**src/rtl/snd_sequencer.sv**
```systemverilog
// ============================================================================
// snd_sequencer
// ----------------------------------------------------------------------------
// Note-sequencing controller between the CPU IO logic and the sound generator.
// The CPU pushes (period, duration) entries into a small queue. The sequencer
// plays them back-to-back by loading snd_max_count and pulsing
// snd_latch_max_count, timing each note in milliseconds. When the queue runs
// dry, or on stop, it latches silence (period 0).
//
// Parameters
//   CLK_HZ      clock frequency in Hz. Must be a multiple of 1000, >= 2000.
//   FIFO_DEPTH  note queue entries. Must be a power of 2, >= 2.
//
// Ports
//   clk                  system clock, rising edge
//   rst_async_n          asynchronous active-low reset
//   note_period[25:0]    generator max-count value for the note (0 = rest)
//   note_duration_ms[7:0] note length in ms (0 is played as 1 ms)
//   note_push            enqueue {note_period, note_duration_ms}
//   stop                 flush the queue and silence the output
//   fifo_full            queue holds FIFO_DEPTH entries
//   fifo_count           entries queued, excluding the note now playing
//   overflow             sticky: a push was dropped because the queue was full
//   busy                 a note or mute is in progress, or entries are queued
//   snd_max_count[25:0]  registered generator configuration value
//   snd_latch_max_count  registered one-cycle latch strobe for snd_max_count
// ============================================================================
module snd_sequencer #(
   parameter int CLK_HZ     = 50000000,
   parameter int FIFO_DEPTH = 8
) (
   input  logic                         clk,
   input  logic                         rst_async_n,
   input  logic [25:0]                  note_period,
   input  logic [7:0]                   note_duration_ms,
   input  logic                         note_push,
   input  logic                         stop,
   output logic                         fifo_full,
   output logic [$clog2(FIFO_DEPTH):0]  fifo_count,
   output logic                         overflow,
   output logic                         busy,
   output logic [25:0]                  snd_max_count,
   output logic                         snd_latch_max_count
);

   localparam int TICK = CLK_HZ / 1000;        // clock cycles per millisecond
   localparam int PW   = $clog2(TICK);         // prescaler width, holds 0..TICK-1
   localparam int AW   = $clog2(FIFO_DEPTH);   // queue pointer width
   localparam int CW   = AW + 1;               // queue count width, holds 0..FIFO_DEPTH

   typedef enum logic [1:0] {
      ST_IDLE,
      ST_LATCH,
      ST_PLAY,
      ST_MUTE
   } state_t;

   // ------------------------------------------------------------------------
   // Registers
   // ------------------------------------------------------------------------
   state_t          state_reg;
   logic [AW-1:0]   wr_ptr_reg;
   logic [AW-1:0]   rd_ptr_reg;
   logic [CW-1:0]   count_reg;
   logic            overflow_reg;
   logic [25:0]     snd_max_count_reg;
   logic            latch_reg;
   logic [7:0]      ms_reg;
   logic [PW-1:0]   presc_reg;

   // Queue storage: {period, duration}
   logic [33:0]     fifo_mem [FIFO_DEPTH];

   // ------------------------------------------------------------------------
   // Combinational helpers
   // ------------------------------------------------------------------------
   logic [33:0]     head;
   logic [25:0]     head_period;
   logic [7:0]      head_dur;
   logic [7:0]      head_ms;
   logic            fifo_empty;
   logic            presc_wrap;
   logic            note_end;
   logic            pop;
   logic            push_ok;
   logic            push_drop;

   // The head is read combinationally so that popping an entry and latching
   // its period happen on the same edge; this keeps notes gapless.
   assign head        = fifo_mem[rd_ptr_reg];
   assign head_period = head[33:8];
   assign head_dur    = head[7:0];
   assign head_ms     = (head_dur == 8'd0) ? 8'd1 : head_dur;

   assign fifo_full   = (count_reg == CW'(FIFO_DEPTH));
   assign fifo_empty  = (count_reg == '0);

   assign presc_wrap  = (presc_reg == PW'(TICK - 1));
   assign note_end    = (state_reg == ST_PLAY) && presc_wrap && (ms_reg == 8'd1);

   // Fullness comes from the registered count, so a push into a full queue is
   // dropped even when an entry is popped on the same edge.
   assign push_ok     = note_push && !stop && !fifo_full;
   assign push_drop   = note_push && !stop &&  fifo_full;
   assign pop         = !stop && !fifo_empty &&
                        ((state_reg == ST_IDLE) || note_end);

   assign fifo_count          = count_reg;
   assign overflow            = overflow_reg;
   assign busy                = (state_reg != ST_IDLE) || !fifo_empty;
   assign snd_max_count       = snd_max_count_reg;
   assign snd_latch_max_count = latch_reg;

   // ------------------------------------------------------------------------
   // Queue storage write (no reset on the array)
   // ------------------------------------------------------------------------
   always_ff @(posedge clk) begin
      if (push_ok) begin
         fifo_mem[wr_ptr_reg] <= {note_period, note_duration_ms};
      end
   end

   // ------------------------------------------------------------------------
   // Queue pointers, count and overflow flag
   // ------------------------------------------------------------------------
   always_ff @(posedge clk or negedge rst_async_n) begin
      if (!rst_async_n) begin
         wr_ptr_reg   <= '0;
         rd_ptr_reg   <= '0;
         count_reg    <= '0;
         overflow_reg <= 1'b0;
      end else if (stop) begin
         // Flush: any push or pop on this edge is discarded.
         wr_ptr_reg   <= '0;
         rd_ptr_reg   <= '0;
         count_reg    <= '0;
         overflow_reg <= 1'b0;
      end else begin
         // Pointers are AW bits wide, so they wrap modulo FIFO_DEPTH.
         if (push_ok) begin
            wr_ptr_reg <= wr_ptr_reg + AW'(1);
         end
         if (pop) begin
            rd_ptr_reg <= rd_ptr_reg + AW'(1);
         end
         if (push_ok && !pop) begin
            count_reg <= count_reg + CW'(1);
         end else if (!push_ok && pop) begin
            count_reg <= count_reg - CW'(1);
         end
         if (push_drop) begin
            overflow_reg <= 1'b1;
         end
      end
   end

   // ------------------------------------------------------------------------
   // Sequencer FSM with registered outputs
   //
   // Outputs and counters are loaded on the edge that enters LATCH or MUTE,
   // so the strobe is high exactly while the FSM sits in those states. The
   // LATCH cycle counts as the first cycle of the note: the prescaler starts
   // at 0 there, which makes the next strobe land D*TICK cycles after this one.
   // ------------------------------------------------------------------------
   always_ff @(posedge clk or negedge rst_async_n) begin
      if (!rst_async_n) begin
         state_reg         <= ST_IDLE;
         snd_max_count_reg <= '0;
         latch_reg         <= 1'b0;
         ms_reg            <= '0;
         presc_reg         <= '0;
      end else begin
         latch_reg <= 1'b0;
         if (stop) begin
            if ((state_reg == ST_IDLE) || (state_reg == ST_MUTE)) begin
               // Already silent, or silence already being latched this cycle:
               // no further strobe.
               state_reg <= ST_IDLE;
            end else begin
               state_reg         <= ST_MUTE;
               snd_max_count_reg <= '0;
               latch_reg         <= 1'b1;
            end
         end else begin
            case (state_reg)
               ST_IDLE: begin
                  if (!fifo_empty) begin
                     state_reg         <= ST_LATCH;
                     snd_max_count_reg <= head_period;
                     latch_reg         <= 1'b1;
                     ms_reg            <= head_ms;
                     presc_reg         <= '0;
                  end
               end

               ST_LATCH: begin
                  // TICK >= 2, so a note can never end in its LATCH cycle.
                  presc_reg <= presc_reg + PW'(1);
                  state_reg <= ST_PLAY;
               end

               ST_PLAY: begin
                  if (presc_wrap) begin
                     presc_reg <= '0;
                     if (ms_reg == 8'd1) begin
                        if (!fifo_empty) begin
                           // Gapless hand-over to the next queued note.
                           state_reg         <= ST_LATCH;
                           snd_max_count_reg <= head_period;
                           latch_reg         <= 1'b1;
                           ms_reg            <= head_ms;
                        end else begin
                           state_reg         <= ST_MUTE;
                           snd_max_count_reg <= '0;
                           latch_reg         <= 1'b1;
                        end
                     end else begin
                        ms_reg <= ms_reg - 8'd1;
                     end
                  end else begin
                     presc_reg <= presc_reg + PW'(1);
                  end
               end

               ST_MUTE: begin
                  state_reg <= ST_IDLE;
               end

               default: begin
                  state_reg <= ST_IDLE;
               end
            endcase
         end
      end
   end

endmodule

```
**config.mk**
```make
export PLATFORM = sky130hd
export DESIGN_NAME = snd_sequencer
export DESIGN_NICKNAME = d
export VERILOG_FILES = /design/src/rtl/snd_sequencer.sv
export SDC_FILE = /design/constraint.sdc
export NUM_CORES = 1
export LEC_CHECK = 0
export ABC_AREA = 1
export ABC_CLOCK_PERIOD_IN_PS = 3400
export BUFFER_PORTS_ARGS = -buffer_cell sky130_fd_sc_hd__buf_2
export CAP_MARGIN = 20
export CORE_UTILIZATION = 55
export CTS_BUF_LIST = sky130_fd_sc_hd__clkbuf_8
export DETAILED_ROUTE_END_ITERATION = 12
export PLACE_DENSITY_LB_ADDON = 0.25
export SLEW_MARGIN = 20
export SYNTH_ARGS = -nofsm -noshare
export SYNTH_HDL_FRONTEND = slang
export SYNTH_SLANG_ARGS = --single-unit
```
**constraint.sdc**
```tcl
create_clock -name clk -period 3.4 [get_ports clk]
set_input_delay 0.85 -clock clk [delete_from_list [all_inputs] [get_ports clk]]
set_output_delay 0.85 -clock clk [all_outputs]
set_load 0.03 [all_outputs]
```
=== Yosys cells after proc, flatten, opt, wreduce, memory -nomap -nowiden ===
Memory sizes are Yosys's and may differ from the RTL's.
Index checks and enable logic that the tools add are counted.

* Add/subtract/negate cells: 6
* $mul: 0
* Div/mod/pow operators: 0
* Order comparisons: 0
* Equality and inequality tests: 12
* Shift operators: 0
* Mux-type cells: 39
* Bitwise gates (word level): 1
* Reduce and logical (&&, ||, !) cells: 32

{| class="wikitable"
|+ Operator list
! operator !! number
|-
| 26-bit 2-to-1 mux || 6
|-
| 26-bit one-hot mux with 2 select lines || 1
|-
| 16-bit one-hot mux with 3 select lines || 1
|-
| 16-bit 2-to-1 mux || 2
|-
| 8-bit 2-to-1 mux || 4
|-
| 16-bit by 1-bit adder with 16-bit output (second input constant) || 1
|-
| 16-bit == test (second input constant) || 1
|-
| 8-bit one-hot mux with 2 select lines || 1
|-
| 2-bit 2-to-1 mux || 6
|-
| 3-bit 2-to-1 mux || 4
|-
| 4-bit 2-to-1 mux || 3
|-
| 2-bit nonzero test || 5
|-
| 1-bit logical AND || 9
|-
| 1-bit 2-to-1 mux || 9
|-
| 3-bit AND reduction || 3
|-
| 3-bit nonzero test || 3
|-
| 8-bit by 1-bit == test with 1-bit output (second input constant) || 1
|-
| 8-bit logical NOT || 1
|-
| 2-bit one-hot mux with 4 select lines || 1
|-
| 8-bit by 1-bit subtractor with 8-bit output (second input constant) || 1
|-
| 3-bit by 1-bit adder with 3-bit output (second input constant) || 2
|-
| 2-bit inequality test (second input constant) || 3
|-
| 3-bit inequality test (second input constant) || 2
|-
| 1-bit logical NOT || 5
|-
| 12 further kinds || 15
|}

* Register bits: 64
* Bits in latches: 0
* Memory bits (writable): 272
* Memory bits (read-only): 0
* Input bits: 38
* Output and inout bits: 34
* Word-level logic and storage cells: 100
* Memories kept: 1

{| class="wikitable"
|+ Memories
! name !! words !! bits a word !! rd ports !! clocked after memory_dff !! write ports !! line !! RTL
|-
| fifo_mem || 8 || 34 || 1 || 0 || 1 || 72 || <nowiki>logic [33:0] fifo_mem [FIFO_DEPTH];</nowiki>
|}

=== Depth between registers and ports, before layout ===
Gate-level depths: netlist (run 1).

* Depth in word-level cells: 9
* Depth in mapped cells: 18
* Gate-level depth less buffers: 18

=== Worst setup path before layout (run 1) ===
No wires, ideal clock.

* Path kind: input -> register
* From: in stop
* To: mem fifo_mem[0][0] (enable)
* Setup time: 425 ps
* Arrival: 2977 ps
* Data required time: 2975 ps
* Slack: -2 ps
* Stages: 6
* Buffers on the path: 1
* Cell sequence: clkbuf_1 clkinv_1 nand2_1 inv_1 nand2_1 nor2_1

* Cells in the longest elaborated chain, start to end: 5

{| class="wikitable"
|+ RTL lines
! what !! line !! RTL
|-
| start, declared || 37 || <nowiki>input logic stop,</nowiki>
|-
| 1-bit logical NOT || 103 || <nowiki>assign push_ok = note_push && !stop && !fifo_full;</nowiki>
|-
| 1-bit logical AND (2 in series) || 103 ||
|-
| 1-bit 2-to-1 mux || 118 || <nowiki>if (push_ok) begin</nowiki>
|-
| 1-bit 2-to-1 mux (not written as such) || 119 || <nowiki>fifo_mem[wr_ptr_reg] <= {note_period, note_duration_ms};</nowiki>
|-
| end, declared || 72 ||
|}

No other way between the ends.

=== Worst setup path after layout (run 1) ===
* From: reg state_reg[0]
* To: reg count_reg[3], in the netlist fifo_count[3]

* Cells in the longest elaborated chain, start to end: 9
* Elaborated cells on any way between the ends: 12
* Those cells by class: eq/ne (1); mux (2); reduce/logical (9)

{| class="wikitable"
|+ RTL lines
! what !! line !! RTL
|-
| start, declared || 61 || <nowiki>state_t state_reg;</nowiki>
|-
| start signal, assigned || 167 || <nowiki>state_reg <= ST_IDLE;</nowiki>
|-
| start signal, assigned || 178 || <nowiki>state_reg <= ST_IDLE;</nowiki>
|-
| start signal, assigned || 180 || <nowiki>state_reg <= ST_MUTE;</nowiki>
|-
| 2-bit == test || 99 || <nowiki>assign note_end = (state_reg == ST_PLAY) && presc_wrap && (ms_reg == 8'd1);</nowiki>
|-
| 1-bit logical AND (2 in series) || 99 ||
|-
| 1-bit logical OR (*) || 106 || <nowiki>((state_reg == ST_IDLE) || note_end);</nowiki>
|-
| 1-bit logical AND (*) || 105 || <nowiki>assign pop = !stop && !fifo_empty &&</nowiki>
|-
| 1-bit logical NOT || 146 || <nowiki>if (push_ok && !pop) begin</nowiki>
|-
| 1-bit logical AND || 146 ||
|-
| 4-bit 2-to-1 mux || 146 ||
|-
| 4-bit 2-to-1 mux || 132 || <nowiki>end else if (stop) begin</nowiki>
|-
| end signal, assigned || 147 || <nowiki>count_reg <= count_reg + CW'(1);</nowiki>
|-
| end signal, assigned || 149 || <nowiki>count_reg <= count_reg - CW'(1);</nowiki>
|-
| end, declared || 64 || <nowiki>logic [CW-1:0] count_reg;</nowiki>
|}

Mark *: on every way between the ends. The rest lies on a longest branch, timed or not.
A chain may end at the register's enable or synchronous reset.

==> flow_metrics.tcl, run 1 <==
set metrics [dict create \
    worst_slack_ns 0.620 \
    postCtsResizedCells 0 \
    report.final.slew_viol_count 0 \
    final_cell_mix "272 x edfxtp_1, 248 x nor2_1, 176 x nand2_1, 165 x o21ai_0, 70 x buf_2" \
    critical_path.max_fanout 9 \
    syn_inst 1231 \
    ir_drop_v 0.000510 \
    largest_register_ffs 272 \
    whs_ns 0.382 \
    slew_headroom_pct 38.6 \
    dp_hpwl_mm 17.6 \
    netlist_area_mm2 0.0140 \
    r2r_end "fifo_count[3]" \
    max_stage_delay_ns 0.42 \
    grt_pass1_vias 9418 \
    drt_iter0_drc 858 \
    gp_congestion 0.831 \
    die_h_um 161 \
    finClkSkew_ns 0.0266 \
    nets 1370 \
    grt_max_degree 88 \
    async_flop_share_pct 19.0 \
    layout_min_cycle_time_ns 2.78 \
    tns_ns 0 \
    cap_violations 0 \
    cp_top_family "simple AND/OR/NAND/NOR gates" \
    coreArea_mm2 0.0246 \
    finalHoldViolCount 0 \
    cts_htree_levels 2 \
    grt_usage_pct 24.5 \
    fin_area_mm2 0.0158 \
    report.final.setup_viol 0 \
    cts_tree "built" \
    viasPerCell 5.60 \
    ant_nets 0 \
    die_area_mm2 0.0261 \
    area_growth_pct 13.1 \
    crit_arrival_ns 3.27 \
    critPathRequiredTime_ns 3.89 \
    cts_hold_buf 0 \
    p_per_area_mw_per_mm2 718 \
    cts.path.max_buffers 3 \
    insertion_delay_ns 0.60 \
    io_pins 72 \
    worst_setup_path_end_kind "flop" \
    clk_pin_slew_worst_paths_ns 0.07 \
    grt_overflow_total 0 \
    fmax_mhz 360 \
    ys_seq_elements 336 \
    first_pass_iters 5 \
    grt_pass1_wl_mm 49.7 \
    place_area_mm2 0.0147 \
    r2r_slack_ns 0.62 \
    synth_edf_count 272 \
    p_leak_nw 6.06 \
    syn-num-nets 1281 \
    ys_warn_count 0 \
    port_buffers 71 \
    avgSynthCellArea_um2 11.4 \
    layout.cells.non_filler 1688 \
    drive_above_1_share_pct 15.0 \
    antenna_found_initial 0 \
    dr_total_vias 9455 \
    fin_util_pct 64.3 \
    period_share_pct 81.8 \
    rows 57 \
    status "finished clean" \
    rsz0062_at_grt "false" \
    clock-sinks 336 \
    worst_slew_pin_slew_ns 0.921 \
    root_buffer "clkbuf_8" \
    path_class "reg2reg" \
    ff2ff_path_depth 17 \
    diodes 0 \
    drc 0 \
    worst_setup_path_start_kind "flop" \
    pre_cts_slack_ns 0.621 \
    final_common_cell "edfxtp_1" \
    slowest_stage "dfrtp_1" \
    r2r-start "state_reg[0]" \
    wl_per_cell_um 18.3 \
    cts_setup_buffers 0 \
    synth_seq_area_share_pct 69.9 \
    synth_cell_types 40 \
    initial_core_util_pct 56.8 \
    finalPower_mw 11.4 \
    numCtsBuffers 52 \
    dpl.cell_count 1590 \
    synthFlopType "edfxtp_1" \
    die-width_um 161 \
    crit_top_cell "nand2_1" \
    crit_buf_inv 3 \
    crit_path_cell_trace "inv_1, ha_1, inv_1, nor3_1, nand2_1, nand2_1, nand2_1, nand2_2, ha_1, a21oi_1, nand2_1, xor2_1, inv_1, nand2_1, nand2_1, nand2_1, nand2_1" \
    hp-class "in2async" \
    drt-total-wl_mm 30.9 \
]
==> report_power, final <==
group | switching (mW) | internal (mW)
clock | 1.56 | 1.79
combinational | 2.14 | 0.877
sequential | 0.196 | 4.79
total | 3.90 | 7.46
==> worst register-to-register path, delay by kind of cell (launching register included) <==
family,cells,cell delay [ns]
flops,1,0.42
buf+inv,3,0.26
compound gates,1,0.16
simple gates,10,1.04
xor+xnor,1,0.20
fa+ha+maj,2,0.60
==> worst max-delay path by stage <==
stage | from | to | depth (start not counted)
6_report | state_reg[0] | fifo_count[3] | 17
4_1_cts | state_reg[0] | fifo_count[3] | 17
3_5_place_dp | note_push | fifo_count[3] | 15
5_1_grt | state_reg[0] | fifo_count[3] | 17
3_3_place_gp | note_push | fifo_count[3] | 15
2_1_floorplan | stop | fifo_mem[0][0] | 6
==> final cells by class <==
| class | instances | area (um2) |
|---|---|---|
| timing repair buffer | 95 | 576 |
| tap | 324 | 405 |
| clock buffer | 64 | 881 |
| clock inverter | 34 | 184 |
| sequential | 336 | 9770 |
| multi-input combinational | 788 | 3810 |
| fill | 1888 | 8790 |
| inverter | 47 | 180 |
==> cells by family (layout without fill, tap and decap cells) <==
group / count (synthesis) / count (layout) / share of synthesized area [%]
adders and majority gates: 12 / 12 / 1.13
AOI/OAI and AO/OA: 254 / 254 / 10.1
buffers and inverters: 107 / 240 / 3.28
xor gates and xnor gates: 13 / 13 / 0.814
and+or+nand+nor: 509 / 509 / 14.8
DFF: 336 / 336 / 69.9
==> synthesized netlist by cell type (3+ instances only) <==
| cell type | n | area (um2) |
|---|---|---|
| nor3_1 | 23 | 115 |
| dfrtp_1 | 64 | 1600 |
| xor2_1 | 10 | 87.6 |
| edfxtp_1 | 272 | 8170 |
| o221ai_1 | 13 | 114 |
| a21oi_1 | 18 | 90.1 |
| buf_2 | 17 | 85.1 |
| inv_2 | 6 | 22.5 |
| o22ai_1 | 42 | 263 |
| nand2_2 | 6 | 37.5 |
| inv_1 | 39 | 146 |
| nor2_1 | 256 | 961 |
| ha_1 | 11 | 138 |
| nand3_1 | 36 | 180 |
| o21ai_0 | 165 | 826 |
| buf_6 | 4 | 45.0 |
| clkbuf_1 | 36 | 135 |
| nand2_1 | 176 | 661 |
| o21ai_1 | 7 | 35.0 |
| nand2_4 | 3 | 33.8 |
| xnor2_1 | 3 | 26.3 |
==> layer usage <==
layer  vias up  share of wire (%)  wire length (um)  track usage [%]
li1       4509                  -                 -                -
met1      4618                 44             13500             33.2
met2       274                 49             15000             40.7
met3        54                5.7              1770             4.08
met4         0                2.1               646             7.76
met5         -                  0                 0                0
Power figures use the tool's default switching activity.
==> run 2, diff against run 1 <==
--- a/config.mk
+++ b/config.mk
@@ -5,8 +5,8 @@
 export SDC_FILE = /design/constraint.sdc
 export NUM_CORES = 1
 export LEC_CHECK = 0
-export ABC_AREA = 1
-export ABC_CLOCK_PERIOD_IN_PS = 3400
+export ABC_AREA = 0
+export ABC_CLOCK_PERIOD_IN_PS = 2820
 export BUFFER_PORTS_ARGS = -buffer_cell sky130_fd_sc_hd__buf_2
 export CAP_MARGIN = 20
 export CORE_UTILIZATION = 55
==> constraint.sdc (replaced) <==
create_clock -name clk -period 2.82 [get_ports clk]
set_input_delay 0.705 -clock clk [delete_from_list [all_inputs] [get_ports clk]]
set_output_delay 0.705 -clock clk [all_outputs]
set_load 0.03 [all_outputs]
==> flow_metrics.tcl, run 2 <==
set metrics [dict create \
    initial_core_util_pct 55.8 \
    final_cell_mix "272 x edfxtp_1, 81 x nor2_1, 71 x buf_2, 67 x mux4_2" \
    whs_endpoint "fifo_mem[6][0]" \
    netlist_area_mm2 0.0140 \
    io_pins 72 \
    cts_tree "built" \
    period_share_pct 95.4 \
    first_pass_iters 4 \
    drt_iter0_drc 474 \
    ir_drop_v 0.000520 \
    drt-total-wl_mm 27.8 \
    cts.path.max_buffers 3 \
    synth_top_cell_area_share_pct 58.3 \
    ys_warn_count 0 \
    fmax_mhz 372 \
    viasPerCell 5.78 \
    worst_setup_path_start_kind "flop" \
    finClkSkew_ns 0.0288 \
    finalPower_mw 14.0 \
    ff_latch_area_mm2 0.00978 \
    r2r_end "fifo_count[3]" \
    path_class "reg2out" \
    avgSynthCellArea_um2 17.8 \
    final_common_cell "edfxtp_1" \
    die_h_um 162 \
    port_buffers 71 \
    synth_cell_types 66 \
    synthFlopType "edfxtp_1" \
    die-width_um 162 \
    layout_min_cycle_time_ns 2.69 \
    p_leak_nw 5.71 \
    syn_inst 786 \
    cap_violations 0 \
    rsz0062_at_grt "false" \
    wl_per_cell_um 21.5 \
    hp-class "in2reg" \
    layout.cells.non_filler 1292 \
    synth_edf_count 272 \
    tns_ns 0 \
    worst_slew_pin_slew_ns 0.595 \
    insertion_delay_ns 0.59 \
    r2r-start "presc_reg[0]" \
    drive_above_1_share_pct 32.6 \
    pre_cts_slack_ns -0.0618 \
    root_buffer "clkbuf_8" \
    synth.top_cells.by_count "272 x edfxtp_1, 87 x nor2_1, 67 x mux4_2" \
    critical_path.max_fanout 6 \
    grt_pass1_vias 7876 \
    grt_overflow_total 0 \
    p_per_area_mw_per_mm2 867 \
    fill_cells 1753 \
    min_path_cells 1 \
    crit_arrival_ns 1.98 \
    rows 58 \
    synthTopCellsByArea "edfxtp_1 58%, dfrtp_1 11%, mux4_2 11%" \
    gp_congestion 0.874 \
    dp_hpwl_mm 16.6 \
    critPathRequiredTime_ns 2.12 \
    area_growth_pct 15.5 \
    nets 967 \
    grt_pass1_wl_mm 43.4 \
    ys_seq_elements 336 \
    syn-num-nets 836 \
    whs_ns 0.377 \
    dpl.cell_count 1187 \
    antenna_found_initial 2 \
    multiInputGateArea_mm2 0.00409 \
    worst_slack_ns 0.131 \
    ff2ff_path_depth 12 \
    drc 0 \
    report.final.slew_viol_count 0 \
    clock-sinks 336 \
    largest_register_ffs 272 \
    numCtsBuffers 53 \
    report.final.setup_viol 0 \
    grt_max_degree 51 \
    status "finished clean" \
    yosysMostFrequentCell "edfxtp_1" \
    clk_pin_slew_worst_paths_ns 0.06 \
    worst_setup_path_end_kind "output port" \
    finalHoldViolCount 0 \
    synth_seq_area_share_pct 69.8 \
    async_flop_share_pct 19.0 \
    coreArea_mm2 0.0251 \
    slew_headroom_pct 60.4 \
    ant_nets 0 \
    dr_total_vias 7474 \
    worstHoldStart "note_duration_ms[0]" \
    grt_usage_pct 22.3 \
    cts_htree_levels 2 \
    r2r_slack_ns 0.18 \
    synth_top_area_cell "edfxtp_1" \
    die_area_mm2 0.0261 \
]
run 2: worst max-delay path, cell delays in order (launching register included):
cell and delay, ns:
dfrtp_2 0.39, buf_4 0.16, nor4_2 0.27, buf_4 0.20, nand2_1 0.16, buf_2 0.23
run 2: per-layer routing:
metal  part of all wire [%]  up-vias  global-route usage [%]
met4                    1.9        2                    7.38
met2                     52      208                    38.3
met1                     41     3847                    28.9
met3                    5.2       49                    4.06
li1                       -     3368                       -
met5                  0.047        -                       0
run 2: worst max path at each step:
stage                          end  slack, ns          start
floorplan           fifo_mem[7][0]      -0.42           stop
global placement     fifo_count[3]       0.14      ms_reg[6]
detailed placement   fifo_count[3]      -0.06      ms_reg[6]
CTS                  fifo_count[3]      0.008   presc_reg[1]
global route         fifo_count[3]      0.006   presc_reg[1]
finish                        busy       0.13  fifo_count[1]
run 2: power by group:
part | internal, mW | total (mW) | switching (mW) | leakage, nW
clock | 2.04 | 3.88 | 1.84 | 0.597
sequential | 5.77 | 6.13 | 0.357 | 3.28
combinational | 1.86 | 4.01 | 2.15 | 1.83
run 2: area by class of cell:
| class | count | share of cell area [%] |
|---|---|---|
| Antenna cell | 1 | 0.0155 |
| Multi-Input combinational cell | 402 | 25.3 |
| Inverter | 11 | 0.255 |
| Clock inverter | 43 | 1.53 |
| Tap cell | 330 | 2.55 |
| Clock buffer | 56 | 4.77 |
| Timing Repair Buffer | 113 | 5.09 |
| Sequential cell | 336 | 60.5 |
run 2: logic make-up after synthesis:
| kind of cell | count (synthesis) | synth area share, % |
|---|---|---|
| adder cells (fa/ha/maj) | 12 | 1.13 |
| AO/OA/AOI/OAI | 60 | 3.09 |
| buffers and inverters | 48 | 1.75 |
| multiplexers | 132 | 16.2 |
| XOR/XNOR | 20 | 1.38 |
| flip-flops | 336 | 69.8 |
| AND/OR/NAND/NOR | 178 | 6.67 |
run 2: repair_timing:
action	in CTS	in global routing
setup buffers	2	2
hold buffers	1	0
setup endpoints to repair	1	1
gates resized for setup	1	7
hold endpoints to repair	6	0
pin swaps	2	2
run 2: stage by stage:
stage	instance area [um2]	utilization, %
after detailed placement	15100	60.1
after CTS	16100	64.2
final	16200	64.4
after floorplan	14000	-
after global routing	16200	64.4
after global placement	15100	60.1
==> run 3, diff against run 2 <==
--- a/config.mk
+++ b/config.mk
@@ -9,9 +9,12 @@
 export ABC_CLOCK_PERIOD_IN_PS = 2820
 export BUFFER_PORTS_ARGS = -buffer_cell sky130_fd_sc_hd__buf_2
 export CAP_MARGIN = 20
+export CELL_PAD_IN_SITES_DETAIL_PLACEMENT = 1
+export CELL_PAD_IN_SITES_GLOBAL_PLACEMENT = 1
 export CORE_UTILIZATION = 55
 export CTS_BUF_LIST = sky130_fd_sc_hd__clkbuf_8
 export DETAILED_ROUTE_END_ITERATION = 12
+export GPL_TIMING_DRIVEN = 0
 export PLACE_DENSITY_LB_ADDON = 0.25
 export SLEW_MARGIN = 20
 export SYNTH_ARGS = -nofsm -noshare
==> flow_metrics.tcl, run 3 (synthesis results as in run 2) <==
set metrics [dict create \
    status "finished, violations left" \
    violations "negative setup slack" \
    place_area_mm2 0.0152 \
    drc 0 \
    layout_min_cycle_time_ns 3.15 \
    coreArea_mm2 0.0251 \
    viasPerCell 6.11 \
    clock-sinks 336 \
    grt_usage_pct 28.2 \
    insertion_delay_ns 0.58 \
    ant_nets 0 \
    cts.path.max_buffers 3 \
    worst_setup_path_start_kind "flop" \
    slew_headroom_pct 37.2 \
    gp_congestion 0.802 \
    rsz0062_at_grt "true" \
    die_area_mm2 0.0261 \
    crit_arrival_ns 3.64 \
    rows 58 \
    grt_pass1_wl_mm 54.1 \
    fin_area_mm2 0.0168 \
    final_cell_mix "272 x edfxtp_1, 86 x buf_2, 79 x nor2_1, 67 x mux4_2, 61 x clkbuf_8" \
    fill_cells 2218 \
    numCtsBuffers 54 \
    report.final.setup_viol 1 \
    final_common_cell "edfxtp_1" \
    cap_violations 0 \
    die_h_um 162 \
    drt_iter0_drc 684 \
    drive_above_1_share_pct 36.7 \
    grt_overflow_total 0 \
    critical_path.max_fanout 6 \
    p_per_area_mw_per_mm2 902 \
    fmax_mhz 317 \
    cts_htree_levels 2 \
    p_leak_nw 6.04 \
    ir_drop_v 0.000507 \
    cts_tree "built" \
    port_buffers 70 \
    worst_slew_pin_slew_ns 0.942 \
    nets 1027 \
    grt_max_degree 51 \
    largest_register_ffs 272 \
    report.final.slew_viol_count 0 \
    die-width_um 162 \
    path_class "reg2reg" \
    critPathRequiredTime_ns 3.31 \
    antenna_found_initial 1 \
    worst_setup_path_end_kind "flop" \
    initial_core_util_pct 55.8 \
    period_share_pct 112 \
    clk_pin_slew_worst_paths_ns 0.07 \
    worst_slack_ns -0.331 \
    root_buffer "clkbuf_8" \
    dr_total_vias 8266 \
    fin_util_pct 67.0 \
    dp_hpwl_mm 22.0 \
    io_pins 72 \
    drt-total-wl_mm 37.0 \
    hp-class "in2reg" \
    finalHoldViolCount 0 \
    finClkSkew_ns 0.0140 \
    area_growth_pct 20.0 \
    grt_pass1_vias 8938 \
    wl_per_cell_um 27.3 \
    first_pass_iters 4 \
]
==> run 3: path summary, 6_finish.rpt <==
path	to	startpoint	cells past startpoint	slack, ns
setup / recovery	snd_latch_max_count	state_reg[0]	20	-0.33
min in group asynchronous	ms_reg[0]	rst_async_n	2	0.55
setup reg to reg	snd_latch_max_count	state_reg[0]	20	-0.33
hold reg to reg	snd_max_count[19]	snd_max_count[19]	1	0.51
hold / removal	fifo_mem[5][18]	note_period[10]	1	0.39
max in group asynchronous	snd_max_count[23]	rst_async_n	3	1.68
==> run 3: final cells by class <==
cell class	count	area, um2	share of cell area, %
multi-input cells	402	4160	24.7
diodes	1	2.50	0.0149
clock inverters	40	282	1.67
well taps	330	413	2.46
plain buffers	35	208	1.24
repair buffers	137	1090	6.49
clock buffers	61	840	4.99
inverters	11	41.3	0.246
flip-flops and latches	336	9780	58.2
==> run 3: what timing repair did <==
item | 4_1_cts | 5_1_grt
pin swaps | 5 | 16
endpoints found under the hold margin | 4 | 0
setup buffers | 26 | 29
hold buffers | 1 | 0
gates resized for setup | 11 | 19
endpoints found under the setup margin | 4 | 191
==> run 3: power by group <==
group | switching, mW | internal, mW | leakage, nW
Sequential | 0.323 | 5.77 | 3.29
Clock | 1.96 | 2.36 | 0.623
Combinational | 2.63 | 2.11 | 2.13
==> run 3: stage by stage <==
step	std cells	hold slack [ns]	setup slack (ns)	total power, mW	TNS, ns
6_report	1353	0.390	-0.331	15.2	-0.331
5_1_grt	1352	0.379	-0.375	15.7	-1.62
4_1_cts	1328	0.365	-0.165	14.9	-4.33
3_5_place_dp	1201	0.491	-0.612	10.3	-11.83
3_3_place_gp	1186	0.477	-2.16	10.0	-406.22
2_1_floorplan	786	0.409	-0.416	9.15	-52.48
==> run 3: worst max-delay path, cell delays in order, from the launching register on <==
cell     delay [ns]
dfrtp_2        0.41
inv_2          0.12
ha_4           0.15
buf_6          0.12
nand4_1        0.15
buf_4          0.18
buf_4          0.12
buf_4          0.12
buf_4          0.12
buf_4          0.12
buf_4          0.12
buf_4          0.13
buf_4          0.13
buf_4          0.12
buf_4          0.14
buf_4          0.14
buf_4          0.14
buf_4          0.14
nor2_1         0.12
a21oi_1        0.08
o21ai_1        0.19
==> run 3: metal layers <==
layer | vias up | track usage (%) | wire length, um
li1 | 3485 | - | -
met1 | 4338 | 35.4 | 14200
met2 | 358 | 49.7 | 19500
met3 | 85 | 4.98 | 2280
met4 | 0 | 9.13 | 1040
met5 | - | 0 | 0
